[src/rtl/game_timer.sv]
// game_timer: countdown game clock with BCD time, prescaled second tick and
// gameover level for the score display.
// Optional feature macro: GAME_TIMER_BONUS_EN (bonus pulse adds BONUS_BCD,
// saturating at 999). Without it the bonus input is ignored.
module game_timer #(
  parameter int          DIV_COUNT = 50_000_000,
  parameter logic [11:0] START_BCD = 12'h060,
  parameter logic [11:0] BONUS_BCD = 12'h005
) (
  input  logic        clk,
  input  logic        reset,
  input  logic        start,
  input  logic        pause,
  input  logic        bonus,
  output logic [11:0] bcd_out,
  output logic        sec_tick,
  output logic        running,
  output logic        gameover
);

  localparam int            PW         = $clog2(DIV_COUNT);
  localparam logic [PW-1:0] PRESC_LAST = PW'(DIV_COUNT - 1);

  typedef enum logic [1:0] {IDLE, RUN, PAUSED, EXPIRED} state_t;

  state_t        state_q;
  logic [PW-1:0] presc_q;
  logic [11:0]   bcd_q;
  logic          tick_q;
  logic          running_q;
  logic          gameover_q;

  logic [11:0]   dec_val;
  logic [11:0]   add_val;
  logic [11:0]   dec_add_val;
  logic          bonus_hit;

  // BCD decrement with borrow; callers never pass 000
  function automatic logic [11:0] bcd_dec(input logic [11:0] v);
    logic [3:0] h;
    logic [3:0] t;
    logic [3:0] o;
    h = v[11:8];
    t = v[7:4];
    o = v[3:0];
    if (o != 4'd0) begin
      o = o - 4'd1;
    end else begin
      o = 4'd9;
      if (t != 4'd0) begin
        t = t - 4'd1;
      end else begin
        t = 4'd9;
        h = h - 4'd1;
      end
    end
    return {h, t, o};
  endfunction

  // BCD add with carry, clamped to 999 when the hundreds digit overflows
  function automatic logic [11:0] bcd_add_sat(input logic [11:0] a, input logic [11:0] b);
    logic [4:0]  s;
    logic        c;
    logic [11:0] r;
    c = 1'b0;
    r = 12'h000;
    for (int i = 0; i < 3; i++) begin
      s = {1'b0, a[4*i +: 4]} + {1'b0, b[4*i +: 4]} + {4'b0000, c};
      if (s > 5'd9) begin
        s = s - 5'd10;
        c = 1'b1;
      end else begin
        c = 1'b0;
      end
      r[4*i +: 4] = s[3:0];
    end
    if (c) begin
      r = 12'h999;
    end
    return r;
  endfunction

  assign dec_val     = bcd_dec(bcd_q);
  assign add_val     = bcd_add_sat(bcd_q, BONUS_BCD);
  assign dec_add_val = bcd_add_sat(dec_val, BONUS_BCD);

`ifdef GAME_TIMER_BONUS_EN
  assign bonus_hit = bonus;
`else
  logic bonus_unused;
  assign bonus_unused = bonus;
  assign bonus_hit    = 1'b0;
`endif

  // Control FSM: start reloads, pause freezes the prescaler, ticks decrement time
  always_ff @(posedge clk) begin
    if (reset) begin
      state_q    <= IDLE;
      bcd_q      <= START_BCD;
      presc_q    <= '0;
      tick_q     <= 1'b0;
      running_q  <= 1'b0;
      gameover_q <= 1'b0;
    end else begin
      tick_q <= 1'b0;
      if (start) begin
        bcd_q   <= START_BCD;
        presc_q <= '0;
        if (START_BCD == 12'h000) begin
          state_q    <= EXPIRED;
          running_q  <= 1'b0;
          gameover_q <= 1'b1;
        end else begin
          state_q    <= RUN;
          running_q  <= 1'b1;
          gameover_q <= 1'b0;
        end
      end else begin
        case (state_q)
          RUN: begin
            if (pause) begin
              state_q   <= PAUSED;
              running_q <= 1'b0;
              if (bonus_hit) bcd_q <= add_val;
            end else if (presc_q == PRESC_LAST) begin
              presc_q <= '0;
              tick_q  <= 1'b1;
              if (bonus_hit) begin
                // Combined tick and bonus is one update and cannot reach 000
                bcd_q <= dec_add_val;
              end else begin
                bcd_q <= dec_val;
                if (dec_val == 12'h000) begin
                  state_q    <= EXPIRED;
                  running_q  <= 1'b0;
                  gameover_q <= 1'b1;
                end
              end
            end else begin
              presc_q <= presc_q + PW'(1);
              if (bonus_hit) bcd_q <= add_val;
            end
          end
          PAUSED: begin
            if (!pause) begin
              state_q   <= RUN;
              running_q <= 1'b1;
            end
            if (bonus_hit) bcd_q <= add_val;
          end
          default: begin
            // IDLE and EXPIRED hold until start or reset
          end
        endcase
      end
    end
  end

  assign bcd_out  = bcd_q;
  assign sec_tick = tick_q;
  assign running  = running_q;
  assign gameover = gameover_q;

endmodule

[config.mk]
export PLATFORM = sky130hd
export DESIGN_NAME = game_timer
export DESIGN_NICKNAME = d
export VERILOG_FILES = /design/src/rtl/game_timer.sv
export SDC_FILE = /design/constraint.sdc
export NUM_CORES = 1
export LEC_CHECK = 0
export ABC_AREA = 1
export CORE_UTILIZATION = 45
export DETAILED_ROUTE_END_ITERATION = 8
export PLACE_DENSITY = 0.64
export SYNTH_ARGS = -nofsm -noshare
export SYNTH_HDL_FRONTEND = slang
export SYNTH_SLANG_ARGS = --single-unit
[constraint.sdc]
create_clock -name clk -period 1.6 [get_ports clk]
set_input_delay 0.16 -clock clk [delete_from_list [all_inputs] [get_ports clk]]
set_output_delay 0.16 -clock clk [all_outputs]
set_load 0.005 [all_outputs]
==> reports/summary.txt, run 1 <==
Pleak: 1.43 nW
worst skew pair latency: 0.30 ns
largest net degree at the start of global routing: 13
Initial Utilization: 47.6%
register area share after synthesis: 37.5%
Layout area overhead: 54.6%
fmax: 570 MHz
Remaining Overflow, GRT: 0
Crit path required time: 1.79 ns
P_int: 1.50 mW
largest family of logic cells by synthesized area: simple AND/OR/NAND/NOR gates
Seq pwr share: 54.4%
Chip Width: 73.4 microns
NumNets Final: 425
NetSw: 0.492 mW
Hold Slack: 0.471 ns
post-synthesis compound-gate area fraction: 11.2%
die area: 5390 sq um
PwrDens: 562 nW/um^2
routed len/inst: 12.9 microns
global-route wire length before repair: 9450 microns
failing checks: negative setup slack
Synth Area per Inst: 7.40 sq um
Mapped Cells: 310
DRT Pass-1 Iters: 4
yosys warns: 0
diode count: 0
Final period util: 110%
H-tree levels: 2
number of max-cap violations: 0
Gate power share: 9.3%
Seq cells post-synth: 43
Slew Viols, Final: 0
final wirelength: 6240 microns
I/O Buffers: 18
vias per cell: 5.02
crit path max fanout: 3
Filler cells: 376
VDD IR-drop max: 0.319 mV
Num CTS Buffers: 5
DP Wirelength: 4310 microns
Slew @ Worst Pin: 0.399 ns
Hold/Removal Path Class: in2reg
sw frac: 24.7%
Fin. Hold Viols: 0
crit path capture type: register
Setup violations, final: 29
GR Util met2: 38.2%
DRC viols: 0
mapped cell area: 2290 sq um
Via Count: 2435
GR peak layer: met2
clock-pin slew on the worst setup and hold paths: 0.09 ns
layout cells sized above 1: 44.7%
WP data arrival: 1.95 ns
clk buf depth: 2
Core Rows: 25
antenna viol nets, final: 0
Final WS setup: -0.155 ns
simple-gate share of the synthesized area: 36.6%
Chip Height: 73.4 microns
min Tclk post-route: 1.76 ns
global-route met3 utilization: 4.66%
Yosys cell types: 35
commonest non-fill, non-tap cell in the layout: buf_4
total track usage: 22.9%
unrepaired setup endpoints after global routing: yes
CTS tree: done
Synthesized Nets: 317
# IOs: 20
total power: 1.99 mW
initial DRC count: 114
CTS Hold Buffers Added: 0
met1 Track Usage GR: 27.6%
clock network fraction of total power: 36.3%
initial antenna violation count: 0
Startpoint Class: register
clk root buf: clkbuf_8
Sink Count: 43
xor/xnor share of the synthesized area: 5.67%
gp weighted congestion: 0.855
post-synthesis adder-cell area fraction: 1.09%
relative slew slack: 73.3%
status: complete, but fails checks
most frequent cells in the layout: 80 x buf_4, 39 x nand2_1, 36 x dfxtp_1
Core Footprint: 4820 sq um
Setup CP Type: reg2reg
Max Clock Skew: 0.0104 ns
mux contribution to synthesized area: 0%
vias in the first global route: 2205
## cells in the mapped netlist
| master | n | area share [%] |
|---|---|---|
| o21a_1 | 1 | 0.33 |
| nand3b_1 | 1 | 0.33 |
| a31oi_1 | 3 | 0.82 |
| inv_1 | 31 | 5.1 |
| nand2_2 | 12 | 3.3 |
| nand4_1 | 9 | 2.5 |
| nor3b_1 | 1 | 0.33 |
| a21oi_2 | 1 | 0.38 |
| o21ai_1 | 6 | 1.3 |
| nor3_2 | 2 | 0.87 |
| buf_6 | 3 | 1.5 |
| a21boi_2 | 1 | 0.49 |
| nor3_1 | 6 | 1.3 |
| clkbuf_1 | 2 | 0.33 |
| xnor2_1 | 2 | 0.76 |
| nor4_1 | 1 | 0.27 |
| xor2_1 | 11 | 4.2 |
| o21ai_0 | 14 | 3.1 |
| a221oi_1 | 1 | 0.38 |
| a211oi_1 | 2 | 0.65 |
| nor2_4 | 5 | 2.5 |
| o22ai_1 | 2 | 0.55 |
| nor2_8 | 2 | 1.7 |
| nand3_2 | 3 | 1.3 |
| inv_2 | 6 | 0.98 |
| a21oi_1 | 15 | 3.3 |
| nor2_2 | 6 | 1.6 |
| nand2_1 | 47 | 7.7 |
| nand3_1 | 20 | 4.4 |
| ha_1 | 2 | 1.1 |
| dfxtp_1 | 43 | 38 |
| nand4_2 | 1 | 0.55 |
| nor2_1 | 46 | 7.5 |
| nand2_4 | 1 | 0.49 |
| xor2_2 | 1 | 0.71 |
## power groups by stage
stage,Sequential (mW),Combinational (mW),Clock (mW)
after CTS,1.08,0.159,0.732
after detailed placement,1.11,0.152,0
after global routing,1.08,0.199,0.774
after global placement,1.11,0.149,0
after floorplan,1.11,0.0882,0
final,1.08,0.185,0.724
## final timing paths
check        startpoint          end  depth (start not counted)  slack, ns
max reg2reg  presc_q[0]  presc_q[24]                         12      -0.16
max          presc_q[0]  presc_q[24]                         12      -0.16
min reg2reg    gameover     gameover                          2       0.48
min               start      running                          3       0.47
## cell families (layout without fill, tap and decap cells)
| group | count (synthesis) | in the layout |
|---|---|---|
| buffers and inverters | 42 | 150 |
| DFF | 43 | 43 |
| adders and majority gates | 2 | 2 |
| xor gates and xnor gates | 14 | 14 |
| and+or+nand+nor | 163 | 163 |
| AOI/OAI and AO/OA | 46 | 46 |
## metrics by stage
step                std cells  util (%)  area (sq um)  setup TNS, ns  worst slack (ns)
floorplan                 310         -          2290        -0.0197          -0.00844
global placement          461      63.3          3050          -2.06            -0.188
detailed placement        461      63.3          3050          -2.63            -0.179
CTS                       477      67.8          3270          -1.09            -0.130
global route              485      73.6          3550          -6.70            -0.278
finish                    485      73.6          3550          -2.06            -0.155
## cell type report
class                           instances  area, sq um  area share (%)
Timing Repair Buffer                  106          880            24.8
Tap cell                               67         83.8            2.36
Inverter                               37          143            4.02
Clock inverter                          1         5.00           0.141
Clock buffer                            6         82.6            2.33
Sequential cell                        43          870            24.5
Multi-Input combinational cell        225         1480            41.8
## registers in the layout (all words and copies together), names as in the netlist
| name | count |
|---|---|
| sec_tick | 1 |
| bcd_out | 12 |
| running | 1 |
| state_q | 2 |
| presc_q | 26 |
| gameover | 1 |
## routing by layer
layer	vias to the layer above	wire [microns]	share of wire [%]
li1	1229	-	-
met1	1145	2750	44
met2	46	3110	50
met3	15	234	3.7
met4	0	147	2.4
met5	-	0	0
## worst max-delay path, cell delays in order, from the launching register on
cell and delay [ns]:
dfxtp_2 0.36, ha_4 0.14, nand2_2 0.05, inv_2 0.08
nand2_2 0.07, nor2_4 0.14, nand3_2 0.09, nor2_2 0.14
nand3_2 0.11, nor2_2 0.14, nand4_1 0.10, xor2_1 0.17
nor2_1 0.05
## repair_timing
action                                  CTS  global route
buffers inserted                          9             9
pin swaps                                15            27
endpoints found under the setup margin   27            37
resized for setup                        20            61
Power figures use the tool's default switching activity.
==> run 2, diff against run 1 <==
- CORE_MARGIN: unset -> 2
- CORE_UTILIZATION: 45 -> 50
- CTS_BUF_LIST: unset -> sky130_fd_sc_hd__clkbuf_4
- PLACE_DENSITY: 0.64 -> 0.7
==> run 2 against run 1 <==
  * The flow still finishes with violations (negative setup slack)
  * Sequential share of layout area up 0.87 points
  * Combinational power rose by 6%
  * Core utilization increased by 4.5 points
  * Power is 8.6% lower
  * Cell area fell by 3.4%
  * Sequential cell count unchanged
==> reports/summary.txt, run 2 (same netlist as run 1, synthesis figures left out) <==
clk buf depth: 2
Final period util: 114%
failing checks: negative setup slack
unrepaired setup endpoints after global routing: yes
Placed Area: 2940 sq um
DRC viols: 0
WP data arrival: 2.14 ns
clk root buf: clkbuf_4
Core Rows: 24
status: complete, but fails checks
Remaining Overflow, GRT: 0
Hold/Removal Path Class: in2reg
met3 routed WL: 233 microns
Num CTS Buffers: 5
number of max-cap violations: 0
global-route wire length before repair: 10200 microns
DP Wirelength: 3870 microns
commonest non-fill, non-tap cell in the layout: buf_4
CP max stage delay: 0.38 ns
Final WS setup: -0.230 ns
DRT Pass-1 Iters: 5
Crit path required time: 1.91 ns
total track usage: 25.5%
gp weighted congestion: 0.860
fin cells: 457
Max Used Layer: met4
Setup violations, final: 36
H-tree levels: 2
worst skew pair latency: 0.37 ns
Core Footprint: 4380 sq um
crit path capture type: register
min Tclk post-route: 1.83 ns
design area: 3420 sq um
initial DRC count: 158
vias per cell: 5.25
wire length on met1: 2570 microns
Sink Count: 43
Setup CP Type: reg2reg
CTS tree: done
Largest register FFs: 26
Cell Chain, Critical Path: ha_4 -> nand2_2 -> inv_2 -> nand2_1 -> nor2_4 -> nand2_2 -> nor2_4 -> nand3_4 -> nor2_4 -> nand3_2 -> nor2_2 -> o21ai_1 -> a21oi_1
I/O Buffers: 18
die area: 5140 sq um
NumNets Final: 411
Initial Utilization: 52.3%
layout cells sized above 1: 41.2%
initial antenna violation count: 0
Startpoint Class: register
Pleak: 1.37 nW
Placed Cells: 432
critical path's slowest cell: dfxtp_2
Max Clock Skew: 0.0122 ns
crit path max fanout: 4
diode count: 0
Chip Width: 71.7 microns
Filler cells: 307
fmax: 547 MHz
Fin. Hold Viols: 0
routed len/inst: 13.4 microns
final wirelength: 6140 microns
relative slew slack: 80.1%
vias in the first global route: 2261
Slew Viols, Final: 0
Met2 Routed Length: 3190 microns
# IOs: 20
setup TNS: -4.77 ns
Most common cell on crit path: nor2_4
largest net degree at the start of global routing: 14
PwrDens: 531 nW/um^2
clock-pin slew on the worst setup and hold paths: 0.13 ns
Layout area overhead: 49.3%
CTS Hold Buffers Added: 0
Largest Register: presc_q
most frequent cells in the layout: 63 x buf_4, 42 x nand2_1, 36 x dfxtp_1
Via Count: 2401
Chip Height: 71.7 microns
antenna viol nets, final: 0
VDD IR-drop max: 0.418 mV
Slew @ Worst Pin: 0.296 ns
==> run 2: cell types whose count changed in the layout (fill, tap and decap cells not counted), moves of 3 or more <==
cell | before | now
buf_16 | 0 | 3
clkbuf_8 | 6 | 0
nand3_1 | 10 | 15
o21ai_1 | 9 | 13
clkbuf_4 | 0 | 5
buf_4 | 80 | 63
nand3_2 | 11 | 7
nand2_1 | 39 | 42
==> run 2: per-stage QoR <==
step | utilization, % | power [mW] | hold slack, ns | setup slack, ns
after floorplan | - | 1.20 | 0.222 | -0.00844
after global placement | 67.0 | 1.25 | 0.446 | -0.178
after detailed placement | 67.0 | 1.25 | 0.449 | -0.184
after CTS | 75.3 | 1.83 | 0.377 | -0.151
after global routing | 78.1 | 1.89 | 0.414 | -0.321
final | 78.1 | 1.82 | 0.381 | -0.230
==> run 2: cell type report <==
cell class	count	area [sq um]	share of cell area [%]
flip-flops and latches	43	870	25.4
well taps	52	65.1	1.90
inverters	37	150	4.38
clock inverters	3	15.0	0.438
repair buffers	92	835	24.4
clock buffers	5	37.5	1.10
multi-input cells	225	1450	42.4
==> run 2: repair_timing <==
item | in CTS | in global routing
gates resized for setup | 42 | 38
pin swaps | 16 | 21
endpoints found under the setup margin | 34 | 41
buffers inserted | 14 | 5
hold endpoints to repair | 0 | 0
cloned | 3 | 0
==> run 2: final timing paths <==
path / start / end / slack, ns / cells after the start
worst min register to register: gameover / gameover / 0.48 / 2
worst max register to register: presc_q[0] / presc_q[20] / -0.23 / 13
worst max-delay path: presc_q[0] / presc_q[20] / -0.23 / 13
worst min-delay path: start / running / 0.38 / 3
==> run 2: metal layers <==
metal	GRT usage (%)	up-vias
li1	-	1212
met1	29.9	1107
met2	45.7	69
met3	4.22	13
met4	11.1	0
met5	0	-
==> run 2: where the power goes <==
| group | switching (mW) | leakage (nW) | internal (mW) |
|---|---|---|---|
| Sequential | 0.00541 | 0.350 | 1.08 |
| Combinational | 0.104 | 0.989 | 0.0935 |
| Clock | 0.374 | 0.0347 | 0.164 |
==> run 2: critical path: cells and delay by family (launching register included) <==
kind | cells | cell delay [ns]
buffers and inverters | 1 | 0.09
adder cells (fa/ha/maj) | 1 | 0.15
AND/OR/NAND/NOR | 9 | 0.96
AO/OA/AOI/OAI | 2 | 0.17
flip-flops | 1 | 0.38
